File: src/rtl/fetch_pkg.sv
// Shared definitions for the instruction fetch unit: widths, reset PC,
// fetch state encoding, queue entry layout and small address helpers.
package fetch_pkg;

    localparam int unsigned INST_W  = 32;
    localparam int unsigned PC_W    = 32;
    localparam int unsigned ENTRY_W = INST_W + PC_W;

    localparam logic [PC_W-1:0] RESET_PC_DEFAULT = 32'h0040_0000;

    // RUN fetches normally; HALT is entered on a misaligned redirect target
    // and is only left through reset.
    typedef enum logic [0:0] {
        ST_RUN  = 1'b0,
        ST_HALT = 1'b1
    } fetch_state_e;

    // One instruction queue entry: fetched word plus the byte PC it came from.
    typedef struct packed {
        logic [INST_W-1:0] inst;
        logic [PC_W-1:0]   pc;
    } fetch_entry_t;

    // A fetch target is legal only when it is word aligned.
    function automatic logic is_misaligned(input logic [PC_W-1:0] addr);
        return (addr[1:0] != 2'b00);
    endfunction

endpackage

File: src/rtl/inst_fifo.sv
// Instruction queue: DEPTH entries of {inst, pc}. Supports push and pop on
// the same edge, and a flush that empties the queue (flush wins over both).
module inst_fifo
    import fetch_pkg::*;
#(
    parameter int unsigned DEPTH = 4
) (
    input  logic                     clock,
    input  logic                     reset,
    input  logic                     push_i,
    input  fetch_entry_t             push_data_i,
    input  logic                     pop_i,
    input  logic                     flush_i,
    output fetch_entry_t             head_o,
    output logic [$clog2(DEPTH):0]   count_o
);

    localparam int unsigned AW = $clog2(DEPTH);
    localparam int unsigned CW = AW + 1;
    localparam logic [CW-1:0] DEPTH_C = CW'(DEPTH);

    fetch_entry_t  mem_q [DEPTH];
    logic [AW-1:0] wr_ptr_q;
    logic [AW-1:0] rd_ptr_q;
    logic [CW-1:0] count_q;
    logic          pop_ok_s;
    logic          push_ok_s;

    // Guard the queue against popping when empty or pushing when truly full.
    always_comb begin
        pop_ok_s  = 1'b0;
        push_ok_s = 1'b0;
        if (flush_i) begin
            pop_ok_s  = 1'b0;
            push_ok_s = 1'b0;
        end else begin
            pop_ok_s  = pop_i && (count_q != '0);
            push_ok_s = push_i && ((count_q < DEPTH_C) || pop_ok_s);
        end
    end

    // Entry storage: only the tail slot is written, and only on an accepted push.
    always_ff @(posedge clock or posedge reset) begin
        if (reset) begin
            for (int i = 0; i < int'(DEPTH); i++) begin
                mem_q[i] <= '0;
            end
        end else if (push_ok_s) begin
            mem_q[wr_ptr_q] <= push_data_i;
        end
    end

    // Pointers and occupancy; pointer wrap relies on DEPTH being a power of two.
    always_ff @(posedge clock or posedge reset) begin
        if (reset) begin
            wr_ptr_q <= '0;
            rd_ptr_q <= '0;
            count_q  <= '0;
        end else if (flush_i) begin
            wr_ptr_q <= '0;
            rd_ptr_q <= '0;
            count_q  <= '0;
        end else begin
            if (push_ok_s) begin
                wr_ptr_q <= wr_ptr_q + AW'(1'b1);
            end
            if (pop_ok_s) begin
                rd_ptr_q <= rd_ptr_q + AW'(1'b1);
            end
            case ({push_ok_s, pop_ok_s})
                2'b10:   count_q <= count_q + CW'(1'b1);
                2'b01:   count_q <= count_q - CW'(1'b1);
                default: count_q <= count_q;
            endcase
        end
    end

    assign head_o  = mem_q[rd_ptr_q];
    assign count_o = count_q;

endmodule

File: src/rtl/inst_fetch_unit.sv
// Instruction fetch unit: issues sequential word reads to instruction memory,
// queues returned words with their PCs, and delivers them in order to the
// downstream consumer. Redirects flush all fetched-but-unconsumed work; a
// misaligned redirect target halts fetch with a sticky exception.
module inst_fetch_unit
    import fetch_pkg::*;
#(
    parameter int unsigned DEPTH    = 4,
    parameter logic [31:0] RESET_PC = RESET_PC_DEFAULT
) (
    input  logic        clock,
    input  logic        reset,
    output logic        imem_en,
    output logic [29:0] imem_addr,
    input  logic [31:0] imem_data,
    output logic        inst_valid,
    output logic [31:0] inst,
    output logic [31:0] inst_pc,
    input  logic        inst_ready,
    input  logic        redirect,
    input  logic [31:0] redirect_pc,
    output logic        except
);

    localparam int unsigned CW = $clog2(DEPTH) + 1;
    localparam logic [CW:0] DEPTH_C = (CW + 1)'(DEPTH);

    fetch_state_e  state_q;
    logic [31:0]   pc_q;
    logic [31:0]   pc_d;
    logic          inflight_q;
    logic [31:0]   inflight_pc_q;
    logic          except_q;

    logic [CW-1:0] fifo_count_s;
    logic [CW:0]   occupancy_s;
    logic          redirect_act_s;
    logic          misaligned_s;
    logic          issue_s;
    logic          head_valid_s;
    logic          push_s;
    logic          pop_s;
    fetch_entry_t  push_entry_s;
    fetch_entry_t  head_entry_s;

    // Issue, push/pop and next-PC decisions; a redirect overrides everything else.
    always_comb begin
        redirect_act_s = 1'b0;
        misaligned_s   = 1'b0;
        issue_s        = 1'b0;
        head_valid_s   = 1'b0;
        push_s         = 1'b0;
        pop_s          = 1'b0;
        pc_d           = pc_q;

        // Queued entries plus the outstanding read bound how far ahead we fetch.
        occupancy_s = {1'b0, fifo_count_s} + {{CW{1'b0}}, inflight_q};

        if (state_q == ST_RUN) begin
            redirect_act_s = redirect;
        end else begin
            redirect_act_s = 1'b0;
        end
        misaligned_s = redirect_act_s && is_misaligned(redirect_pc);

        if (!reset && (state_q == ST_RUN) && !redirect && (occupancy_s < DEPTH_C)) begin
            issue_s = 1'b1;
        end else begin
            issue_s = 1'b0;
        end

        head_valid_s = (fifo_count_s != '0) && (state_q == ST_RUN);

        if (redirect_act_s) begin
            push_s = 1'b0;
            pop_s  = 1'b0;
            pc_d   = redirect_pc;
        end else begin
            push_s = inflight_q;
            pop_s  = head_valid_s && inst_ready;
            if (issue_s) begin
                pc_d = pc_q + 32'd4;
            end else begin
                pc_d = pc_q;
            end
        end

        push_entry_s.inst = imem_data;
        push_entry_s.pc   = inflight_pc_q;
    end

    // Fetch state machine with PC, outstanding-read tracking and sticky exception.
    always_ff @(posedge clock or posedge reset) begin
        if (reset) begin
            state_q       <= ST_RUN;
            pc_q          <= RESET_PC;
            inflight_q    <= 1'b0;
            inflight_pc_q <= 32'h0000_0000;
            except_q      <= 1'b0;
        end else begin
            pc_q       <= pc_d;
            inflight_q <= issue_s;
            if (issue_s) begin
                inflight_pc_q <= pc_q;
            end
            case (state_q)
                ST_RUN: begin
                    if (misaligned_s) begin
                        state_q  <= ST_HALT;
                        except_q <= 1'b1;
                    end
                end
                ST_HALT: begin
                    state_q  <= ST_HALT;
                    except_q <= 1'b1;
                end
                default: begin
                    state_q  <= ST_HALT;
                    except_q <= 1'b1;
                end
            endcase
        end
    end

    inst_fifo #(
        .DEPTH (DEPTH)
    ) u_inst_fifo (
        .clock       (clock),
        .reset       (reset),
        .push_i      (push_s),
        .push_data_i (push_entry_s),
        .pop_i       (pop_s),
        .flush_i     (redirect_act_s),
        .head_o      (head_entry_s),
        .count_o     (fifo_count_s)
    );

    assign imem_en    = issue_s;
    assign imem_addr  = pc_q[31:2];
    assign inst_valid = head_valid_s;
    assign inst       = head_entry_s.inst;
    assign inst_pc    = head_entry_s.pc;
    assign except     = except_q;

endmodule

File: config.mk
export PLATFORM = sky130hd
export DESIGN_NAME = inst_fetch_unit
export DESIGN_NICKNAME = d
export VERILOG_FILES = /design/src/rtl/fetch_pkg.sv /design/src/rtl/inst_fifo.sv /design/src/rtl/inst_fetch_unit.sv
export SDC_FILE = /design/constraint.sdc
export NUM_CORES = 1
export LEC_CHECK = 0
export CAP_MARGIN = 20
export CORE_MARGIN = 2
export CORE_UTILIZATION = 45
export DETAILED_ROUTE_END_ITERATION = 7
export PLACE_DENSITY = 0.74
export SYNTH_ARGS = -nofsm -noshare
export SYNTH_HDL_FRONTEND = slang
export SYNTH_SLANG_ARGS = --single-unit
File: constraint.sdc
create_clock -name clock -period 16 [get_ports clock]
set_input_delay 3.2 -clock clock [delete_from_list [all_inputs] [get_ports clock]]
set_output_delay 3.2 -clock clock [all_outputs]
set_load 0.02 [all_outputs]
**After elaboration in Yosys (flattened, before gate mapping)**

Cells that the tools add are included.

- Bits in registers: 330
- Word-level logic and storage cells: 75

- Equal/unequal tests: 3
- Reduce and logical (&&, ||, !) cells: 18
- Add/subtract/negate cells: 6
- Bitwise operators: 3
- $lt $le $gt $ge: 5
- Muxes and demuxes: 24

Operators with widths:

| kind | count |
|---|---|
| bitwise mux 256 bit | 1 |
| two-way mux 64 bit | 3 |
| binary-select mux 64 bit (select 2 bit) | 1 |
| demux 64 bit (select 2 bit) | 1 |
| two-way mux 32 bit | 2 |
| adder 32 x 3 -> 32 bit (second input constant) | 1 |
| logical AND 1 bit | 9 |
| two-way mux 1 bit | 8 |
| two-way mux 2 bit | 4 |
| nonzero test 2 bit | 4 |
| >= comparator 3 bit (second input constant) | 2 |
| NOT 2 -> 3 bit | 2 |
| one-hot mux 3 bit (2 select lines) | 1 |
| nonzero test 3 bit | 2 |
| adder 2 x 1 -> 2 bit (second input constant) | 2 |
| adder 3 x 1 -> 4 bit | 1 |
| less-than comparator 4 x 3 -> 1 bit (second input constant) | 1 |
| one-hot mux 1 bit (2 select lines) | 2 |
| adder 3 x 1 -> 3 bit (second input constant) | 1 |
| less-than comparator 3 x 1 -> 1 bit (second input constant) | 1 |
| less-than comparator 3 bit (second input constant) | 1 |
| two-way mux 3 bit | 1 |
| subtractor 3 x 1 -> 3 bit (second input constant) | 1 |
| == test 2 x 1 -> 1 bit (second input constant) | 1 |
| 5 further kinds | 6 |

**Longest topological paths before layout**

Gate-level depths: netlist of run 1.

- Word-level depth: 11
- Depth in mapped cells: 8

**Cells and area by module**

Synthesis of run 1 repeated with hierarchy kept, for this count alone.

- Cells, all modules: 1072
- Area total of the unflattened synthesis: 15238.4 sq um

By module, submodules not included:

| module | area an instance (sq um) | sequential area each (sq um) | instances | cells an instance |
|---|---|---|---|---|
| inst_fifo | 11796.3 | 6581.3 | 1 | 681 |
| inst_fetch_unit | 3442.1 | 1677.9 | 1 | 391 |

**Least setup slack after synthesis of run 1**

No wires, ideal clock.

- Path kind: in2out
- From: in redirect
- To: out imem_en
- Arrival: 4400 ps
- Data required time: 12800 ps
- Setup slack: 8400 ps
- Buffers on the path: 1
- Stages on the path: 4
- Cells stage by stage: nor4_1 -> nand2_1 -> inv_2 -> buf_1

- Cells in the longest elaborated chain, start to end: 4

Ends and longest elaborated chain:

| element | RTL line | source |
|---|---|---|
| start: declaration | inst_fetch_unit.sv:20 | `input logic redirect,` |
| logical NOT 1 bit | inst_fetch_unit.sv:66 | `if (!reset && (state_q == ST_RUN) && !redirect && (occupancy_s < DEPTH_C)) begin` |
| logical AND 1 bit (2 in a row) | inst_fetch_unit.sv:66 |  |
| two-way mux 1 bit | inst_fetch_unit.sv:66 |  |
| end: declaration | inst_fetch_unit.sv:13 | `output logic imem_en,` |

No other way between the ends.

**Worst setup path after layout of run 1**

Same ends and word-level chain as after synthesis.

==> results of run 1 <==
cell type report:
class | instances | area, sq um | area share (%)
timing repair buffer | 171 | 1694 | 9.529
multi-input combinational | 624 | 6002 | 33.76
clock inverter | 8 | 100.1 | 0.5630
clock buffer | 57 | 1121 | 6.306
tap | 442 | 553.0 | 3.111
sequential | 330 | 8267 | 46.50
inverter | 9 | 41.29 | 0.2322
Yosys cell counts (2+ instances only):
cell type	instances
buf_1	10
ha_1	5
mux2_1	22
a21oi_1	5
buf_4	30
and3_1	6
nand2b_1	2
clkbuf_1	21
o21ai_1	3
nand3_1	16
a211oi_1	2
or4_4	2
nand2_1	133
mux2i_1	2
xnor2_1	11
a221o_1	2
mux2_2	234
nor2_1	23
buf_2	26
nor3_1	8
nand4_1	12
dfrtp_1	329
xor2_1	9
nor4_1	2
o311ai_0	2
o211ai_1	3
mux4_2	64
o31ai_1	2
inv_1	8
or3_1	2
and4_1	6
o21ai_0	24
sequential cells by signal, summed over array words and instances (netlist names):
register / cells
except: 1
inflight_pc_q: 32
inflight_q: 1
pc_q: 32
state_q: 1
u_inst_fifo.count_o: 3
u_inst_fifo.mem_q: 256
u_inst_fifo.rd_ptr_q: 2
u_inst_fifo.wr_ptr_q: 2
metal layers:
layer  part of all wire, %  global-route usage (%)
met5                     0                       0
met4                   2.0                   5.365
met3                   5.9                   3.834
met2                    47                   30.64
met1                    45                   26.15
cells by family (layout without fill, tap and decap cells):
| group | after synthesis | count (layout) | synth area share [%] |
|---|---|---|---|
| AND/OR/NAND/NOR | 221 | 221 | 6.887 |
| flip-flops | 330 | 330 | 56.05 |
| buffers and inverters | 96 | 245 | 3.431 |
| AO/OA/AOI/OAI | 55 | 55 | 2.395 |
| adder cells (fa/ha/maj) | 6 | 6 | 0.5605 |
| multiplexers | 322 | 322 | 29.48 |
| XOR/XNOR | 20 | 20 | 1.189 |
critical path, stage by stage:
cell	delay [ns]
clkdlybuf4s50_1	0.54
nor4_1	0.69
nand2_1	0.12
buf_4	0.30
inv_2	0.52
clkdlybuf4s50_1	0.73
how the worst max path moves through the flow:
stage                     cells past startpoint       to
after global placement                        6  imem_en
after global routing                          6  imem_en
after CTS                                     6  imem_en
final                                         6  imem_en
after floorplan                               1   except
after detailed placement                      6  imem_en
cell usage in the layout (no fill, tap or decap), types with 3 or more instances in the layout:
cell type / count
inv_1: 7
mux2_1: 22
clkbuf_1: 8
o211ai_1: 3
o21ai_0: 24
dfrtp_1: 327
nand4_1: 12
clkdlybuf4s50_1: 164
and3_1: 6
buf_4: 7
nand2_4: 4
clkbuf_16: 37
xnor2_1: 11
mux4_2: 64
and4_1: 6
clkbuf_8: 12
nor2_1: 23
xor2_1: 9
ha_1: 5
mux2_2: 234
nand2_1: 129
nand3_1: 16
o21ai_1: 3
a21oi_1: 5
clkinv_2: 3
nor3_1: 8
power by group:
group | leakage, nW | internal (mW) | switching (mW)
Clock | 0.601 | 0.514 | 0.328
Sequential | 4.50 | 0.877 | 0.0587
Combinational | 3.30 | 0.110 | 0.105
Total | 8.40 | 1.50 | 0.491
==> results.rst, run 1 <==
.. list-table::
   :header-rows: 1

   * - Metric
     - Value
   * - Number of resized instances in the post-cts repair step
     - 0
   * - Post-synth net total
     - 1124
   * - RSZ-0062 raised after global routing
     - false
   * - DRC errors left
     - 0
   * - Worst setup timing slack at the placement stage
     - 6.752 ns
   * - Type of the most critical hold path
     - reg2reg
   * - Std-Cell Core Area
     - 32370 sq um
   * - Data required, critical path
     - 12.80 ns
   * - Insertion delay of the later-clocked pin in the worst-skew pair
     - 0.52 ns
   * - Gpl congestion
     - 0.8170
   * - Top cells by area in the synthesized netlist
     - dfrtp_1 (56%), mux2_2 (18%), mux4_2 (9.8%), nand2_1 (3.4%), mux2_1 (1.7%)
   * - Final hold vios
     - 0
   * - Top-Level Pins
     - 165
   * - Hold worst-path end
     - except
   * - Die Footprint
     - 34210 sq um
   * - Count of nets left with antenna violations after detail routing
     - 0
   * - FF-to-FF Start
     - state_q
   * - Detail-routed net length per standard cell
     - 19.07 um
   * - Placed cells
     - 1576
   * - H-tree levels
     - 2
   * - Via count of the first global-routing pass
     - 9553
   * - Worst EP arrival
     - 6.14 ns
   * - Final Instance Area
     - 17780 sq um
   * - Global route total overflow
     - 0
   * - Die extent in y
     - 185.0 um
   * - Antenna diodes
     - 0
   * - Post-detailed-route via-to-cell ratio
     - 5.411
   * - Capture point of the worst reg-to-reg path
     - u_inst_fifo.mem_q[215]
   * - Finished Layout Cells
     - 1641
   * - Detailed Routing Iterations Pass 1
     - 5
   * - Count of vias placed by the detailed router
     - 8880
   * - Clock tree buffer depth
     - 3
   * - Mapped Cells
     - 1050
   * - Netlist Area Pre-Place
     - 14730 sq um
   * - Wire length of the first global-routing pass
     - 51410 um
   * - Fraction of registers with async set or reset after synthesis
     - 100.0%
   * - Number of maximum-capacitance violations
     - 0
   * - Worst slew margin
     - 29.15%
   * - Final period utilization
     - 58.41%
   * - Antenna violations before repair
     - 0
   * - CTS tree
     - yes
   * - Pin slew with the least headroom to its limit
     - 1.063 ns
   * - Synth Flop Type
     - dfrtp_1
   * - GRT Util Overall
     - 18.96%
   * - Maximum number of pins on one net before global-route repair
     - 124
   * - Fraction of layout instances using a drive strength above 1
     - 31.61%
   * - Final layout net count
     - 1247
   * - Number of buffers added by the clock tree synthesis step
     - 37
   * - Filler cell count in the final layout
     - 2663
   * - HPWL after detailed placement
     - 19080 um
   * - Setup repair bufs after CTS
     - 0
   * - Initial core utilization
     - 45.52%
   * - Category of the critical setup timing path
     - in2out
   * - Final worst hold slack
     - 0.4724 ns
   * - Clock transition at the register clock pins on the worst setup and hold paths after CTS
     - 0.06 ns
   * - Cell taking the most area after synthesis
     - dfrtp_1
   * - Area grow syn2layout
     - 20.66%
   * - Setup slack on the worst flop-to-flop path
     - 12.88 ns
   * - Launching element type of the critical path
     - input pin
   * - Average cell area after synthesis
     - 14.03 sq um
   * - Largest vdd supply drop
     - 0.00007264 V
   * - Total power density per cell area
     - 112.0 nW/um^2
   * - Cell count of the worst hold path
     - 1
   * - Clock Sinks
     - 330
   * - PortBufs
     - 164
   * - Clock root buffer master
     - clkbuf_16
   * - Final setup slack of the worst path
     - 6.655 ns
   * - Setup-violating endpoint count in the final report
     - 0
   * - Number of hold buffers added after cts
     - 0
   * - Post-synthesis sequential area ratio
     - 56.05%
   * - Category of the worst setup path capture point
     - output pin
   * - Overall routed net length
     - 31300 um
   * - Count of standard-cell rows
     - 66
   * - Number of synthesized flops with an enable pin
     - 0
   * - Maximum clock rate
     - 0.1070 GHz
   * - Clock tree skew after final layout
     - 0.02299 ns
   * - Final min period
     - 9.345 ns
   * - Count of yosys warnings during synthesis
     - 0
   * - Startpoint of the tightest hold check path
     - except
   * - Final number of max-transition violations
     - 0
   * - Power after layout
     - 1.992 mW
   * - Leakage power of the design
     - 8.397 nW
   * - Die width
     - 185.0 um
   * - Cell area after placement
     - 16560 sq um
   * - Post-layout util
     - 54.92%
   * - Number of cell instances on the worst register-to-register path
     - 5
   * - Run status
     - finished clean
   * - Share of Yosys cell area claimed by the top area cell type
     - 55.88%
   * - Number of violations reported at the end of detailed-routing iteration 0
     - 471
   * - Critical-path maximum fanout
     - 44
   * - Number of different library cells in the post-synthesis netlist
     - 56
   * - Synthesis-stage register bit count
     - 330
   * - Final total negative setup slack
     - 0 ns
   * - Critical path origin
     - redirect
Power figures use the tool's default switching activity.
==> run 2: changes to the inputs <==
==> constraint.sdc (replaced) <==
create_clock -name clock -period 8.9 [get_ports clock]
set_input_delay 1.78 -clock clock [delete_from_list [all_inputs] [get_ports clock]]
set_output_delay 1.78 -clock clock [all_outputs]
set_load 0.02 [all_outputs]
==> results.rst, run 2 (synthesis gave the netlist of run 1 again) <==
.. list-table::
   :header-rows: 1

   * - Metric
     - Value
   * - Count of nets left with antenna violations after detail routing
     - 0 (unchanged)
   * - Met2 wirelength from detailed routing
     - 14420 um (was 14700 um)
   * - Wire length of the first global-routing pass
     - 50560 um (was 51410 um)
   * - Total power density per cell area
     - 202.4 nW/um^2 (was 112.0 nW/um^2)
   * - Number of violations reported at the end of detailed-routing iteration 0
     - 452 (was 471)
   * - Pin slew with the least headroom to its limit
     - 1.095 ns (was 1.063 ns)
   * - Category of the critical setup timing path
     - in2out (unchanged)
   * - Detail-routed net length per standard cell
     - 18.81 um (was 19.07 um)
   * - Run status
     - finished clean (unchanged)
   * - Number of resized instances in the post-cts repair step
     - 0 (unchanged)
   * - Final min period
     - 6.150 ns
   * - Total met3 wirelength after detailed routing
     - 1516 um (was 1862 um)
   * - Gpl congestion
     - 0.8394 (was 0.8170)
   * - Fraction of layout instances using a drive strength above 1
     - 31.64% (was 31.61%)
   * - HPWL after detailed placement
     - 18590 um (was 19080 um)
   * - Overall routed net length
     - 30850 um (was 31300 um)
   * - Count of standard-cell rows
     - 66 (unchanged)
   * - Final setup slack of the worst path
     - 2.750 ns (was 6.655 ns)
   * - Top Layer Used
     - met4 (unchanged)
   * - Maximum clock rate
     - 0.1626 GHz
   * - Final hold vios
     - 0 (unchanged)
   * - H-tree levels
     - 2 (unchanged)
   * - Global route total overflow
     - 0 (unchanged)
   * - Leading cell types in the layout, fill and taps excluded
     - dfrtp_1 (327), mux2_2 (234), clkdlybuf4s50_1 (164) (unchanged)
   * - Die extent in y
     - 185.0 um (unchanged)
   * - Clock transition at the register clock pins on the worst setup and hold paths after CTS
     - 0.05 ns (was 0.06 ns)
   * - PortBufs
     - 164 (unchanged)
   * - Final layout net count
     - 1246 (was 1247)
   * - Category of the worst setup path capture point
     - output pin (unchanged)
   * - Routed metal-1 wire length
     - 14340 um (was 14110 um)
   * - RSZ-0062 raised after global routing
     - false (unchanged)
   * - Area grow syn2layout
     - 20.87% (was 20.66%)
   * - Antenna violations before repair
     - 0 (unchanged)
   * - Worst slew margin
     - 26.97% (was 29.15%)
   * - Top-Level Pins
     - 165 (unchanged)
   * - Setup-violating endpoint count in the final report
     - 0 (unchanged)
   * - Critical-path maximum fanout
     - 36 (was 44)
   * - Antenna diodes
     - 0 (unchanged)
   * - Die width
     - 185.0 um (unchanged)
   * - Post-detailed-route via-to-cell ratio
     - 5.460 (was 5.411)
   * - Leading registers by flop count
     - u_inst_fifo.mem_q x256, inflight_pc_q x32, pc_q x32 (unchanged)
   * - Final worst hold slack
     - 0.4737 ns (was 0.4724 ns)
   * - Clock tree skew after final layout
     - 0.01540 ns (was 0.02299 ns)
   * - Number of buffers added by the clock tree synthesis step
     - 36 (was 37)
   * - Most common cell after layout, fill and taps aside
     - dfrtp_1 (unchanged)
   * - Initial core utilization
     - 45.52% (unchanged)
   * - Std-Cell Core Area
     - 32370 sq um (unchanged)
   * - Launching element type of the critical path
     - input pin (unchanged)
   * - Filler cell count in the final layout
     - 2682 (was 2663)
   * - Flip-flop count of the largest register, all copies and words added
     - 256 (unchanged)
   * - Number of maximum-capacitance violations
     - 0 (unchanged)
   * - Setup slack on the worst flop-to-flop path
     - 5.85 ns (was 12.88 ns)
   * - Maximum number of pins on one net before global-route repair
     - 178 (was 124)
   * - Final total negative setup slack
     - 0 ns (unchanged)
   * - Clock Sinks
     - 330 (unchanged)
   * - Worst EP arrival
     - 4.37 ns (was 6.14 ns)
   * - Worst setup timing slack at the placement stage
     - 2.775 ns (was 6.752 ns)
   * - Leakage power of the design
     - 8.410 nW (was 8.397 nW)
   * - Final period utilization
     - 69.10%
   * - Cell area after placement
     - 16570 sq um (was 16560 sq um)
   * - Clock root buffer master
     - clkbuf_16 (unchanged)
   * - DRC errors left
     - 0 (unchanged)
   * - Type of the most critical hold path
     - reg2reg (unchanged)
   * - Clock tree buffer depth
     - 3 (unchanged)
   * - Number of hold buffers added after cts
     - 0 (unchanged)
   * - Setup repair bufs after CTS
     - 0 (unchanged)
   * - Count of vias placed by the detailed router
     - 8954 (was 8880)
   * - Die Footprint
     - 34210 sq um (unchanged)
   * - Data required, critical path
     - 7.12 ns (was 12.80 ns)
   * - Insertion delay of the later-clocked pin in the worst-skew pair
     - 0.52 ns (about the same)
   * - GRT Util Overall
     - 18.66% (was 18.96%)
   * - Via count of the first global-routing pass
     - 9366 (was 9553)
   * - CTS tree
     - yes (unchanged)
   * - Detailed Routing Iterations Pass 1
     - 6 (was 5)
   * - Largest vdd supply drop
     - 0.0001373 V (was 0.00007264 V)
   * - Largest reg by FF count
     - u_inst_fifo.mem_q (unchanged)
   * - Final number of max-transition violations
     - 0 (unchanged)
   * - Final Instance Area
     - 17810 sq um (was 17780 sq um)
==> run 2: final cells by class <==
type | count | area (sq um) | area share, %
Sequential cell | 330 | 8267 | 46.42
Inverter | 9 | 37.54 | 0.2108
Clock inverter | 10 | 165.2 | 0.9274
Clock buffer | 54 | 1079 | 6.056
Multi-Input combinational cell | 624 | 6002 | 33.70
Timing Repair Buffer | 171 | 1707 | 9.583
Tap cell | 442 | 553.0 | 3.105
==> run 2: power by group <==
part           total (mW)  internal (mW)  switching [mW]  leakage (nW)
clock network        1.54          0.954           0.589         0.615
logic               0.386          0.198           0.188          3.30
registers            1.68           1.58          0.0997          4.50
total                3.61           2.73           0.877          8.41
==> run 2: per-layer routing <==
metal | vias to the layer above | global-route usage (%)
li1 | 4025 | -
met1 | 4636 | 26.55
met2 | 244 | 30.29
met3 | 49 | 2.949
met4 | 0 | 4.413
met5 | - | 0
==> run 2: path summary, 6_finish.rpt <==
check                      startpoint                 endpoint  depth (start not counted)
setup / recovery             redirect                  imem_en                          5
min in group asynchronous       reset                  pc_q[4]                          2
hold reg to reg               pc_q[0]         inflight_pc_q[0]                          2
setup reg to reg              state_q    u_inst_fifo.mem_q[19]                          5
max in group asynchronous       reset  u_inst_fifo.rd_ptr_q[1]                          3
hold / removal                pc_q[0]         inflight_pc_q[0]                          2
==> run 2: through the flow <==
step	utilization (%)	std cells	power (mW)
after global routing	55.02	1640	3.761
after detailed placement	51.18	1576	2.093
after floorplan	-	1050	1.931
after CTS	55.02	1640	3.654
after global placement	51.18	1576	2.083
final	55.02	1640	3.605
==> run 2: critical path, cell delays in order <==
cell	delay (ns)
clkdlybuf4s50_1	0.53
nor4_1	0.63
nand2_1	0.19
inv_2	0.52
clkdlybuf4s50_1	0.72
==> run 3: changes to the inputs <==
==> constraint.sdc (replaced) <==
create_clock -name clock -period 6.43 [get_ports clock]
set_input_delay 1.286 -clock clock [delete_from_list [all_inputs] [get_ports clock]]
set_output_delay 1.286 -clock clock [all_outputs]
set_load 0.02 [all_outputs]
==> results.rst, run 3 (synthesis gave the netlist of run 1 again) <==
.. list-table::
   :header-rows: 1

   * - Metric
     - Value
   * - Run status
     - finished clean (unchanged)
   * - Leading cell types in the layout, fill and taps excluded
     - dfrtp_1 (327), mux2_2 (234), clkdlybuf4s50_1 (164) (unchanged)
   * - Number of violations reported at the end of detailed-routing iteration 0
     - 479 (was 452)
   * - Leakage power of the design
     - 8.373 nW (was 8.410 nW)
   * - Pin slew with the least headroom to its limit
     - 1.073 ns (was 1.095 ns)
   * - Number of buffers added by the clock tree synthesis step
     - 36 (unchanged)
   * - Leading registers by flop count
     - u_inst_fifo.mem_q x256, inflight_pc_q x32, pc_q x32 (unchanged)
   * - Fraction of layout instances using a drive strength above 1
     - 31.50% (was 31.64%)
   * - Die extent in y
     - 185.0 um (unchanged)
   * - Gpl congestion
     - 0.8295 (was 0.8394)
   * - Number of resized instances in the post-cts repair step
     - 0 (unchanged)
   * - Data required, critical path
     - 5.14 ns (was 7.12 ns)
   * - Post-layout util
     - 54.77% (was 55.02%)
   * - Std-Cell Core Area
     - 32370 sq um (unchanged)
   * - Final period utilization
     - 71.64%
   * - PortBufs
     - 164 (unchanged)
   * - Critical-path maximum fanout
     - 9 (was 36)
   * - Number of hold buffers added after cts
     - 0 (unchanged)
   * - Routed metal-1 wire length
     - 14430 um (was 14340 um)
   * - Detail-routed net length per standard cell
     - 18.97 um (was 18.81 um)
   * - Detailed Routing Iterations Pass 1
     - 4 (was 6)
   * - Maximum clock rate
     - 0.2171 GHz
   * - Setup-violating endpoint count in the final report
     - 0 (unchanged)
   * - Die Footprint
     - 34210 sq um (unchanged)
   * - Delay contributed by the slowest stage of the critical path
     - 0.62 ns (was 0.72 ns)
   * - Setup repair bufs after CTS
     - 0 (unchanged)
   * - Final layout net count
     - 1248 (was 1246)
   * - Number of buffer and inverter instances along the worst setup path
     - 3 (unchanged)
   * - Clock root buffer master
     - clkbuf_16 (unchanged)
   * - Filler cell count in the final layout
     - 2654 (was 2682)
   * - Die width
     - 185.0 um (unchanged)
   * - Cells along the critical path
     - clkdlybuf4s50_1, nor4_1, nand2_1, inv_2, clkdlybuf4s50_1 (unchanged)
   * - Launching element type of the critical path
     - input pin (unchanged)
   * - Via count of the first global-routing pass
     - 9214 (was 9366)
   * - Category of the worst setup path capture point
     - output pin (unchanged)
   * - Flip-flop count of the largest register, all copies and words added
     - 256 (unchanged)
   * - Initial core utilization
     - 45.52% (unchanged)
   * - GRT Util Overall
     - 18.64% (was 18.66%)
   * - Final number of max-transition violations
     - 0 (unchanged)
   * - Combinational group share of total power
     - 10.8% (was 10.7%)
   * - Post-detailed-route via-to-cell ratio
     - 5.395 (was 5.460)
   * - Total number of cells along the worst setup path
     - 5 (unchanged)
   * - Count of vias placed by the detailed router
     - 8842 (was 8954)
   * - Clock Sinks
     - 330 (unchanged)
   * - Wire length of the first global-routing pass
     - 50230 um (was 50560 um)
   * - Top-Level Pins
     - 165 (unchanged)
   * - Total power density per cell area
     - 272.7 nW/um^2 (was 202.4 nW/um^2)
   * - Final hold vios
     - 0 (unchanged)
   * - CTS tree
     - yes (unchanged)
   * - Number of maximum-capacitance violations
     - 0 (unchanged)
   * - RSZ-0062 raised after global routing
     - false (unchanged)
   * - Global route total overflow
     - 0 (unchanged)
   * - Worst EP arrival
     - 3.32 ns (was 4.37 ns)
   * - Insertion delay of the later-clocked pin in the worst-skew pair
     - 0.51 ns (was 0.52 ns)
   * - Antenna violations before repair
     - 0 (unchanged)
   * - Switching pwr
     - 1.202 mW (was 0.8766 mW)
   * - Count of standard-cell rows
     - 66 (unchanged)
   * - FF-to-FF Start
     - state_q (unchanged)
   * - H-tree levels
     - 2 (unchanged)
   * - HPWL after detailed placement
     - 18820 um (was 18590 um)
   * - Largest vdd supply drop
     - 0.0001662 V (was 0.0001373 V)
   * - Category of the critical setup timing path
     - in2out (unchanged)
   * - Final worst hold slack
     - 0.4743 ns (was 0.4737 ns)
   * - Number of cell instances on the worst register-to-register path
     - 5 (unchanged)
   * - Capture point of the worst reg-to-reg path
     - u_inst_fifo.mem_q[215] (was u_inst_fifo.mem_q[19])
   * - Overall routed net length
     - 31100 um (was 30850 um)
   * - Clock tree skew after final layout
     - 0.01812 ns (was 0.01540 ns)
   * - Antenna diodes
     - 0 (unchanged)
   * - Type of the most critical hold path
     - reg2reg (unchanged)
   * - Cell count of the worst hold path
     - 1 (was 2)
   * - Cell family contributing the most delay on the critical path
     - buffers and inverters (unchanged)
   * - Proportion of power drawn by flip-flops and latches
     - 48.3% (was 46.5%)
   * - Cell Int Power
     - 3.631 mW (was 2.728 mW)
   * - Hold worst-path end
     - except (was inflight_pc_q[0])
   * - Setup slack on the worst flop-to-flop path
     - 3.42 ns (was 5.85 ns)
   * - Worst slew margin
     - 28.46% (was 26.97%)
   * - Count of nets left with antenna violations after detail routing
     - 0 (unchanged)
   * - Total met3 wirelength after detailed routing
     - 1615 um (was 1516 um)
   * - Met2 wirelength from detailed routing
     - 14640 um (was 14420 um)
   * - Fraction of power spent switching nets
     - 24.88% (was 24.32%)
   * - Final total negative setup slack
     - 0 ns (unchanged)
   * - Largest reg by FF count
     - u_inst_fifo.mem_q (unchanged)
   * - Top cell by count, worst path
     - clkdlybuf4s50_1 (unchanged)
   * - Maximum number of pins on one net before global-route repair
     - 173 (was 178)
   * - Critical path's slowest cell
     - nor4_1 (was clkdlybuf4s50_1)
   * - Top Layer Used
     - met4 (unchanged)
   * - Most common cell after layout, fill and taps aside
     - dfrtp_1 (unchanged)
   * - Startpoint of the tightest hold check path
     - except (was pc_q[0])
   * - Final min period
     - 4.606 ns
   * - Clock tree buffer depth
     - 3 (unchanged)
   * - Clock transition at the register clock pins on the worst setup and hold paths after CTS
     - 0.06 ns (was 0.05 ns)
   * - DRC errors left
     - 0 (unchanged)
   * - Area grow syn2layout
     - 20.32% (was 20.87%)
   * - Clock share of power
     - 40.9% (was 42.8%)
-- run 3: routing by layer --
metal | vias up | GRT usage, %
li1 | 4023 | -
met5 | - | 0
met2 | 247 | 29.84
met1 | 4534 | 26.60
met3 | 38 | 3.519
met4 | 0 | 4.159
-- run 3: final cells by class --
| cell class | count | area, sq um | share of cell area [%] |
|---|---|---|---|
| clock buffer | 53 | 1055 | 5.950 |
| sequential | 330 | 8267 | 46.63 |
| multi-input combinational | 624 | 6002 | 33.86 |
| tap | 442 | 553.0 | 3.119 |
| inverter | 9 | 37.54 | 0.2117 |
| clock inverter | 8 | 80.08 | 0.4517 |
| timing repair buffer | 173 | 1734 | 9.782 |
-- run 3: stage by stage --
stage,total power [mW],worst slack (ns),instances,cell area (sq um)
finish,4.834,1.824,1639,17730
global route,5.050,1.619,1639,17730
CTS,4.895,1.833,1639,17730
detailed placement,2.898,1.853,1578,16590
global placement,2.885,1.888,1578,16590
floorplan,2.673,0.7381,1050,14740
-- run 3: power by group through the flow --
| stage | Clock [mW] | Combinational, mW | Sequential (mW) |
|---|---|---|---|
| after detailed placement | 0 | 0.529 | 2.37 |
| after global placement | 0 | 0.520 | 2.37 |
| after CTS | 2.03 | 0.532 | 2.33 |
| final | 1.98 | 0.524 | 2.33 |
| after global routing | 2.12 | 0.570 | 2.36 |
| after floorplan | 0 | 0.377 | 2.30 |
-- run 3: worst max-delay path by stage --
| stage | startpoint | endpoint |
|---|---|---|
| after detailed placement | redirect | imem_en |
| after floorplan | reset | except |
| after global routing | redirect | imem_en |
| after global placement | redirect | imem_en |
| final | redirect | imem_en |
| after CTS | u_inst_fifo.rd_ptr_q[0] | inst_pc[3] |
